[config.mk]
export PLATFORM = sky130hd
export DESIGN_NAME = seq_divider_flat
export DESIGN_NICKNAME = d
export VERILOG_FILES = /design/src/rtl/div_pkg.sv /design/src/rtl/seq_divider_if.sv /design/src/rtl/div_step.sv /design/src/rtl/seq_divider.sv /design/src/flat_wrapper.sv
export SDC_FILE = /design/constraint.sdc
export NUM_CORES = 1
export LEC_CHECK = 0
export CORE_ASPECT_RATIO = 1.1
export CORE_MARGIN = 4
export CORE_UTILIZATION = 50
export DETAILED_ROUTE_END_ITERATION = 10
export GPL_TIMING_DRIVEN = 0
export HOLD_SLACK_MARGIN = 0.15
export PLACE_DENSITY = 0.69
export SLEW_MARGIN = 20
export SYNTH_ARGS = -nofsm -noshare
export SYNTH_HDL_FRONTEND = slang
export SYNTH_SLANG_ARGS = --single-unit
[constraint.sdc]
create_clock -name clk -period 8.5 [get_ports clk]
set_input_delay 0.85 -clock clk [delete_from_list [all_inputs] [get_ports clk]]
set_output_delay 0.85 -clock clk [all_outputs]
set_load 0.02 [all_outputs]
[src/rtl/div_pkg.sv]
// Shared types and defaults for the sequential divider.
package div_pkg;

  localparam int DEFAULT_WIDTH = 32;

  typedef enum logic [1:0] {
    IDLE   = 2'd0,
    RUN    = 2'd1,
    FINISH = 2'd2
  } state_t;

endpackage

[src/rtl/seq_divider_if.sv]
// Request/result bundle for seq_divider; master issues requests, slave computes.
interface seq_divider_if
  import div_pkg::*;
#(
  parameter int WIDTH = DEFAULT_WIDTH
);
  logic             start;
  logic             is_signed;
  logic [WIDTH-1:0] dividend;
  logic [WIDTH-1:0] divisor;
  logic             busy;
  logic             done;
  logic [WIDTH-1:0] quotient;
  logic [WIDTH-1:0] remainder;
  logic             div_zero;

  modport master (
    output start, is_signed, dividend, divisor,
    input  busy, done, quotient, remainder, div_zero
  );

  modport slave (
    input  start, is_signed, dividend, divisor,
    output busy, done, quotient, remainder, div_zero
  );
endinterface

[src/rtl/div_step.sv]
// One restoring shift-subtract step on unsigned magnitudes.
module div_step
  import div_pkg::*;
#(
  parameter int WIDTH = DEFAULT_WIDTH
) (
  input  logic [WIDTH-1:0] rem_in,
  input  logic             bit_in,
  input  logic [WIDTH-1:0] divisor,
  output logic [WIDTH-1:0] rem_out,
  output logic             q_bit
);

  logic [WIDTH:0] shifted;

  // rem_in < divisor always holds, so the trial difference fits in WIDTH bits.
  always_comb begin
    shifted = {rem_in, bit_in};
    q_bit   = (shifted >= {1'b0, divisor});
    rem_out = q_bit ? (shifted[WIDTH-1:0] - divisor) : shifted[WIDTH-1:0];
  end

endmodule

[src/rtl/seq_divider.sv]
// Iterative signed/unsigned divider: one quotient bit per cycle, sign fix-up on exit.
//   state  | meaning
//   IDLE   | waiting for start; operands and sign flags captured on start
//   RUN    | WIDTH shift-subtract steps, busy=1
//   FINISH | one-cycle done pulse, results registered on entry
module seq_divider
  import div_pkg::*;
#(
  parameter int WIDTH = DEFAULT_WIDTH
) (
  input  logic          clk,
  input  logic          reset,
  seq_divider_if.slave  bus
);

  localparam int CNT_W = $clog2(WIDTH + 1);

  state_t             state, state_nxt;
  logic [CNT_W-1:0]   cnt;
  logic [2*WIDTH-1:0] acc;
  logic [WIDTH-1:0]   dvsr_mag;
  logic               neg_q, neg_r;
  logic [WIDTH-1:0]   quotient_r, remainder_r;
  logic               div_zero_r;

  logic               busy_c, done_c, accept, step_en, last_step;
  logic               dvd_neg, dvs_neg, dvs_zero;
  logic [WIDTH-1:0]   dvd_mag, dvs_mag;
  logic [WIDTH-1:0]   step_rem, q_mag, q_fix, r_fix;
  logic               step_q;

  always_comb begin
    dvd_neg   = bus.is_signed & bus.dividend[WIDTH-1];
    dvs_neg   = bus.is_signed & bus.divisor[WIDTH-1];
    dvd_mag   = dvd_neg ? -bus.dividend : bus.dividend;
    dvs_mag   = dvs_neg ? -bus.divisor : bus.divisor;
    dvs_zero  = (bus.divisor == '0);
    last_step = (cnt == CNT_W'(1));
  end

  // acc = {partial remainder, dividend bits still to shift / quotient bits so far}
  div_step #(.WIDTH(WIDTH)) u_step (
    .rem_in  (acc[2*WIDTH-1:WIDTH]),
    .bit_in  (acc[WIDTH-1]),
    .divisor (dvsr_mag),
    .rem_out (step_rem),
    .q_bit   (step_q)
  );

  always_comb begin
    q_mag = {acc[WIDTH-2:0], step_q};
    q_fix = neg_q ? -q_mag : q_mag;
    r_fix = neg_r ? -step_rem : step_rem;
  end

  always_ff @(posedge clk or posedge reset) begin
    if (reset) state <= IDLE;
    else       state <= state_nxt;
  end

  always_comb begin
    state_nxt = state;
    case (state)
      IDLE:    if (bus.start) state_nxt = dvs_zero ? FINISH : RUN;
      RUN:     if (last_step) state_nxt = FINISH;
      FINISH:  state_nxt = IDLE;
      default: state_nxt = IDLE;
    endcase
  end

  always_comb begin
    busy_c  = (state == RUN);
    done_c  = (state == FINISH);
    accept  = (state == IDLE) & bus.start;
    step_en = (state == RUN);
  end

  always_ff @(posedge clk or posedge reset) begin
    if (reset) begin
      cnt         <= '0;
      acc         <= '0;
      dvsr_mag    <= '0;
      neg_q       <= 1'b0;
      neg_r       <= 1'b0;
      quotient_r  <= '0;
      remainder_r <= '0;
      div_zero_r  <= 1'b0;
    end else if (accept) begin
      cnt      <= CNT_W'(WIDTH);
      acc      <= {{WIDTH{1'b0}}, dvd_mag};
      dvsr_mag <= dvs_mag;
      neg_q    <= dvd_neg ^ dvs_neg;
      neg_r    <= dvd_neg;
      if (dvs_zero) begin
        quotient_r  <= '1;
        remainder_r <= bus.dividend;
        div_zero_r  <= 1'b1;
      end
    end else if (step_en) begin
      cnt <= cnt - CNT_W'(1);
      acc <= {step_rem, q_mag};
      if (last_step) begin
        quotient_r  <= q_fix;
        remainder_r <= r_fix;
        div_zero_r  <= 1'b0;
      end
    end
  end

  assign bus.busy      = busy_c;
  assign bus.done      = done_c;
  assign bus.quotient  = quotient_r;
  assign bus.remainder = remainder_r;
  assign bus.div_zero  = div_zero_r;

endmodule

[src/flat_wrapper.sv]
// flat-port wrapper written by rule: the top's interface ports become plain ports
module seq_divider_flat import div_pkg::*;
#(
  parameter int WIDTH = DEFAULT_WIDTH
)
  (clk, reset, bus_start, bus_is_signed, bus_dividend, bus_divisor, bus_busy, bus_done, bus_quotient, bus_remainder, bus_div_zero);
  seq_divider_if #(.WIDTH(WIDTH)) bus_i ();
  input  logic clk;
  input  logic reset;
  input wire logic [$bits(bus_i.start)-1:0] bus_start;
  input wire logic [$bits(bus_i.is_signed)-1:0] bus_is_signed;
  input wire logic [$bits(bus_i.dividend)-1:0] bus_dividend;
  input wire logic [$bits(bus_i.divisor)-1:0] bus_divisor;
  output wire logic [$bits(bus_i.busy)-1:0] bus_busy;
  output wire logic [$bits(bus_i.done)-1:0] bus_done;
  output wire logic [$bits(bus_i.quotient)-1:0] bus_quotient;
  output wire logic [$bits(bus_i.remainder)-1:0] bus_remainder;
  output wire logic [$bits(bus_i.div_zero)-1:0] bus_div_zero;
  assign bus_i.start = bus_start;
  assign bus_i.is_signed = bus_is_signed;
  assign bus_i.dividend = bus_dividend;
  assign bus_i.divisor = bus_divisor;
  assign bus_busy = bus_i.busy;
  assign bus_done = bus_i.done;
  assign bus_quotient = bus_i.quotient;
  assign bus_remainder = bus_i.remainder;
  assign bus_div_zero = bus_i.div_zero;
  seq_divider #(.WIDTH(WIDTH)) u_core (.clk(clk), .reset(reset), .bus(bus_i));
endmodule
# Yosys cells after proc, flatten, opt, wreduce, memory -nomap -nowiden
# Cells that the tools add are included.
op_classes:
  add_sub_neg: 6
  order_cmp: 1
  eq_ne: 6
  n_mux: 25
  n_bitwise: 4
  n_reduce_logical: 6
ops:
  columns: ["operator", "count"]
  rows:
  - ["32-bit 2-to-1 mux", 13]
  - ["64-bit 2-to-1 mux", 2]
  - ["32-bit negator", 4]
  - ["33-bit by 32-bit >= comparator with 1-bit output", 1]
  - ["32-bit zero test", 1]
  - ["32-bit subtractor", 1]
  - ["6-bit 2-to-1 mux", 2]
  - ["6-bit by 1-bit == test with 1-bit output, second input constant", 1]
  - ["2-bit 2-to-1 mux", 3]
  - ["6-bit by 1-bit subtractor with 6-bit output, second input constant", 1]
  - ["1-bit 2-to-1 mux", 4]
  - ["2-bit inequality test, second input constant", 2]
  - ["2-bit one-hot mux with 2 select lines", 1]
  - ["2-bit nonzero test", 2]
  - ["1-bit AND", 3]
  - ["3-bit AND reduction", 1]
  - ["2-bit by 1-bit == test with 1-bit output, second input constant", 1]
  - ["2-bit == test, second input constant", 1]
  - ["2-bit zero test", 1]
  - ["2-bit by 1-bit inequality test with 1-bit output, second input constant", 1]
  - ["2-bit AND reduction", 1]
  - ["1-bit XOR", 1]
word_totals:
  reg_bits: 171
  input_bits: 68
  output_inout_bits: 67
  elab_cells: 57

# Longest topological paths before layout
logic_depth:
  word_depth: 7
  ltp_mapped: 26
  depth_no_buf: 22

# Cells and area by module
# From an unflattened synthesis, not the netlist that was laid out.
unflattened:
  hier_cells: 1324
  area_unflattened_um2: 11433.5
by_module_without_submodules:
  columns: ["module", "instances", "cells_each", "area_per_inst_um2", "seq_area_each_um2"]
  rows:
  - ["seq_divider", 1, 1022, 9248.9, 4279.1]
  - ["div_step", 1, 302, 2184.6, 0.0]

# Least setup slack after synthesis
# Ideal clock, no wire load.
synth_timing:
  path_type: "flip-flop to flip-flop"
  startpoint: "reg u_core.acc[38]"
  endpoint: "reg u_core.remainder_r[24], in the netlist u_core.bus.remainder[24]"
  setup_time_ns: 0.127
  arrival_time_ns: 4.780
  required_time_ns: 8.373
  setup_slack_ns: 3.594
  stages_incl_launch_ff: 26
  path_buffers: 4
  period_less_slack_ns: 4.906
  path_cell_list: "dfrtp_1 > ha_1 > buf_2 > nand2_1 > o21ai_0 > nand2_1 > a21boi_1 > o21ai_0 > nand2_1 > buf_4 > buf_4 > buf_2 > nand2_1 > o21ai_0 > ha_1 > nand2b_1 > nor3_1 > nand3b_1 > or3_1 > or3_1 > nor3_1 > a41o_1 > nand3_1 > o21ai_0 > mux2i_1 > nand3_1"
synth_via:
  elab_chain_cells: 7
  elab_cells_between_ends: 8
  cone_classes: "add/sub: 2; order compare: 1; mux: 5"
synth_lines:
  columns: ["element", "line", "source"]
  rows:
  - ["from (decl)", "seq_divider.sv:20", "logic [2*WIDTH-1:0] acc;"]
  - ["from (signal assigned)", "seq_divider.sv:90", "acc <= {{WIDTH{1'b0}}, dvd_mag};"]
  - ["from (signal assigned)", "seq_divider.sv:101", "acc <= {step_rem, q_mag};"]
  - ["32-bit subtractor or 33-bit by 32-bit >= comparator with 1-bit output (tied branches)", "div_step.sv:20, div_step.sv:19", null]
  - ["32-bit 2-to-1 mux (*)", "div_step.sv:20", "rem_out = q_bit ? (shifted[WIDTH-1:0] - divisor) : shifted[WIDTH-1:0];"]
  - ["32-bit negator", "seq_divider.sv:53", "r_fix = neg_r ? -step_rem : step_rem;"]
  - ["32-bit 2-to-1 mux (*)", "seq_divider.sv:53", null]
  - ["32-bit 2-to-1 mux (*)", "seq_divider.sv:102", "if (last_step) begin"]
  - ["32-bit 2-to-1 mux (*)", "seq_divider.sv:99", "end else if (step_en) begin"]
  - ["32-bit 2-to-1 mux (*)", "seq_divider.sv:88", "end else if (accept) begin"]
  - ["to (signal assigned)", "seq_divider.sv:96", "remainder_r <= bus.dividend;"]
  - ["to (signal assigned)", "seq_divider.sv:104", "remainder_r <= r_fix;"]
  - ["to (decl)", "seq_divider.sv:23", "logic [WIDTH-1:0] quotient_r, remainder_r;"]
# Mark *: on every way between the ends. The rest lies on a longest branch, timed or not. The select of a mux whose other input is x is not followed.
# A chain may end at the register's enable or synchronous reset.

# Final worst setup path
# Ends and elaborated chain as after synthesis.

==> impl_metrics.ini <==
[clock_tree]
cts-root-buf = clkbuf_16
cts_tree = built
cts_sinks = 171
ctsHoldBuffers = 0
post_cts_resized = 0
cts.reportedPaths.clkPinSlew_ps = 80
cts_inserted_buffers = 17
htree_levels = 4
clockBufferDepth = 2
post_cts.repair.setup_buffers = 0
clock_latency_ps = 440

[floorplanning]
num_rows = 60
die_area_sq_mm = 0.02755
chipWidth_um = 158.6
pin_count = 135
core_area_sq_mm = 0.02455
start_util_pct = 50.83
die_y_um = 173.7

[final_layout]
fin_cells = 2029
final_util_pct = 60.54
n_antenna_cell = 0
area_growth_pct = 19.10
drive_gt1_share_pct = 5.701
nets = 1813

[setup_path]
critPathRequiredTime_ps = 8820
cp-start-kind = flop
crit_fanout = 10
critPathKind = reg2reg
r2r-start = u_core.acc[38]$_DFFE_PP0P_
worstReg2RegEnd = u_core.bus.remainder[24]$_DFFE_PP0P_
reg2reg_slack_ps = 2090
startpoint = u_core.acc[38]$_DFFE_PP0P_
crit_arrival_ps = 6730
end_kind = flop
reg2reg_depth = 25

[sta]
relSlewSlack_pct = 22.35
tightest_slew_ps = 1154
layout_setup_ws_ps = 2086
clock.fmax_mhz = 155.9
fin_skew_ps = 17.70
setup_tns_ps = 0
slew_viol_final = 0
rsz0062_at_grt = no
fin_crit_sh_pct = 75.46
min_period_ps = 6414
finalSetupViolCount = 0
final_hold_viol_count = 0

[power_and_ir_drop]
powerDensity_mw_per_mm2 = 275.6
fin_total_pwr_mw = 4.096
power.leakage_nw = 5.761
ir_drop_v = 0.0001404

[synth]
ys_ff_latch = 171
synthesis.nets = 1658
synth_top_area_cell = dfrtp_1
synth_cell_types = 88
netlist_area_sq_mm = 0.01248
yosysWarnings = 0
synth-edff-count = 0
synth-main-ff-cell = dfrtp_1
syn_area_per_cell_sq_um = 8.044
syn_inst = 1551
synth_top_area_share_pct = 34.30
ys_top_cells_by_area = dfrtp_1, o21ai_0, nand2_1
synth-seq-area-share_pct = 34.30
synthArstFlopShare_pct = 100.0

[worst_hold_path]
hold_start = u_core.dvsr_mag[24]$_DFFE_PP0P_
hold_path_class = reg2reg
holdPathEnd = u_core.dvsr_mag[24]$_DFFE_PP0P_
hold_depth = 2

[flow_run]
cap_violations = 0

[grt]
grt_pass1_vias = 12220
antenna_found_initial = 1
grt_usage_pct = 30.99
grt_pass1_wl_um = 66780
grt.overflow.total = 0
grt_start_max_net_pins = 65

[place]
port_buffers = 134
place_congestion = 1.001
place_inst = 1997
place_ws_ps = 2183
dp_hpwl_um = 34210

[detailed_routing]
drc = 0
wirelength_um = 43160
wire_per_inst_um = 21.27
vias_per_cell = 6.154
drt_iter0_drc = 1267
drtPass1Iterations = 5
postRouteAntennaNets = 0
vias = 12490

[outcome]
status = finished, final reports clean
synth_stat cells, drive strengths merged (4+ instances only):
cell     number
a2111oi       4
a211oi       14
a21o          9
a21oi       130
a221oi        4
a22oi         4
a311oi        4
a31oi        37
and2          6
and3         16
buf          31
clkbuf       59
dfrtp       171
ha           38
inv          53
mux2          5
mux2i        22
nand2       202
nand2b       11
nand3        30
nand3b        9
nand4        13
nor2        147
nor2b         5
nor3         30
nor4         18
nor4b         5
o211ai       10
o21a          9
o21ai       170
o21bai        4
o22ai        28
o31a          4
o31ai        26
o41ai        17
or2           7
or3          17
or4          11
xnor2        62
xor2         69
cell type report:
class	count	area, sq um
Sequential cell	171	4279
Tap cell	310	387.9
Fill cell	2304	9688
Multi-Input combinational cell	1236	7611
Inverter	54	210.2
Clock buffer	18	439.2
Buffer	90	384.1
Timing Repair Buffer	136	1396
Clock inverter	14	152.6
cells by family after synthesis:
kind of cell | after synthesis | share of synthesized area (%)
xor+xnor | 131 | 9.316
fa+ha+maj | 39 | 3.971
compound gates | 503 | 25.30
buf+inv | 144 | 4.703
mux | 27 | 2.316
flops | 171 | 34.30
simple gates | 536 | 20.10
critical path, stage by stage (launching register included):
cell	delay [ps]
dfrtp_1	470
ha_1	320
buf_2	220
nand2_1	90
o21ai_0	380
nand2_1	140
a21boi_1	380
o21ai_0	170
nand2_1	270
buf_4	240
buf_4	240
buf_2	370
nand2_1	100
o21ai_0	170
ha_1	300
nand2b_1	100
nor3_1	260
nand3b_1	190
or3_1	360
or3_1	320
nor3_1	160
a41o_1	190
nand3_1	170
o21ai_0	270
mux2i_1	290
nand3_1	120
per-layer routing:
metal	routed length (um)	share of wire [%]	track usage (%)
met1	17170	40	38.48
met4	2409	5.6	16.21
met2	20950	49	51.95
met5	0	0	0
met3	2629	6.1	4.045
worst max-delay path by stage:
stage | endpoint | slack, ps | depth (start not counted)
floorplan | u_core.acc[0]$_DFFE_PP0P_ | 3020 | 1
global placement | u_core.dvsr_mag[3]$_DFFE_PP0P_ | 730 | 2
detailed placement | u_core.bus.remainder[24]$_DFFE_PP0P_ | 2180 | 25
CTS | u_core.bus.remainder[24]$_DFFE_PP0P_ | 2150 | 25
global route | u_core.bus.remainder[24]$_DFFE_PP0P_ | 1590 | 25
finish | u_core.bus.remainder[24]$_DFFE_PP0P_ | 2090 | 25
layout by cell type, fill, tap and decap left out, types with 13 or more instances in the layout:
master,count
a211oi_1,13
nand4_1,13
nor4_1,15
buf_2,19
nand2_1,202
clkdlybuf4s50_1,134
nor3_1,30
or3_1,17
o31ai_1,26
dfrtp_1,171
xnor2_1,60
clkbuf_1,59
nor2_1,145
xor2_1,69
o41ai_1,16
o21ai_0,160
a31oi_1,37
ha_1,38
mux2i_1,21
clkbuf_16,17
o22ai_1,28
and3_1,16
a21oi_1,126
inv_1,50
nand3_1,30
where the power goes:
group | internal, mW | switching (mW) | leakage (nW)
registers | 0.935 | 0.181 | 2.15
clock network | 0.401 | 0.394 | 0.283
logic | 0.802 | 1.38 | 3.33
sequential cells by signal (all words and copies together) (netlist names):
name	count
u_core.bus.quotient	32
u_core.cnt	6
u_core.neg_q	1
u_core.acc	64
u_core.state	2
u_core.bus.div_zero	1
u_core.neg_r	1
u_core.bus.remainder	32
u_core.dvsr_mag	32
metrics by stage:
stage	area, sq um	hold WS [ps]
after CTS	14860	483.0
after global routing	14860	500.6
after global placement	14210	461.2
final	14860	478.0
after detailed placement	14270	468.9
after floorplan	12480	445.9
Note: power is estimated with default switching activity, not from simulation.
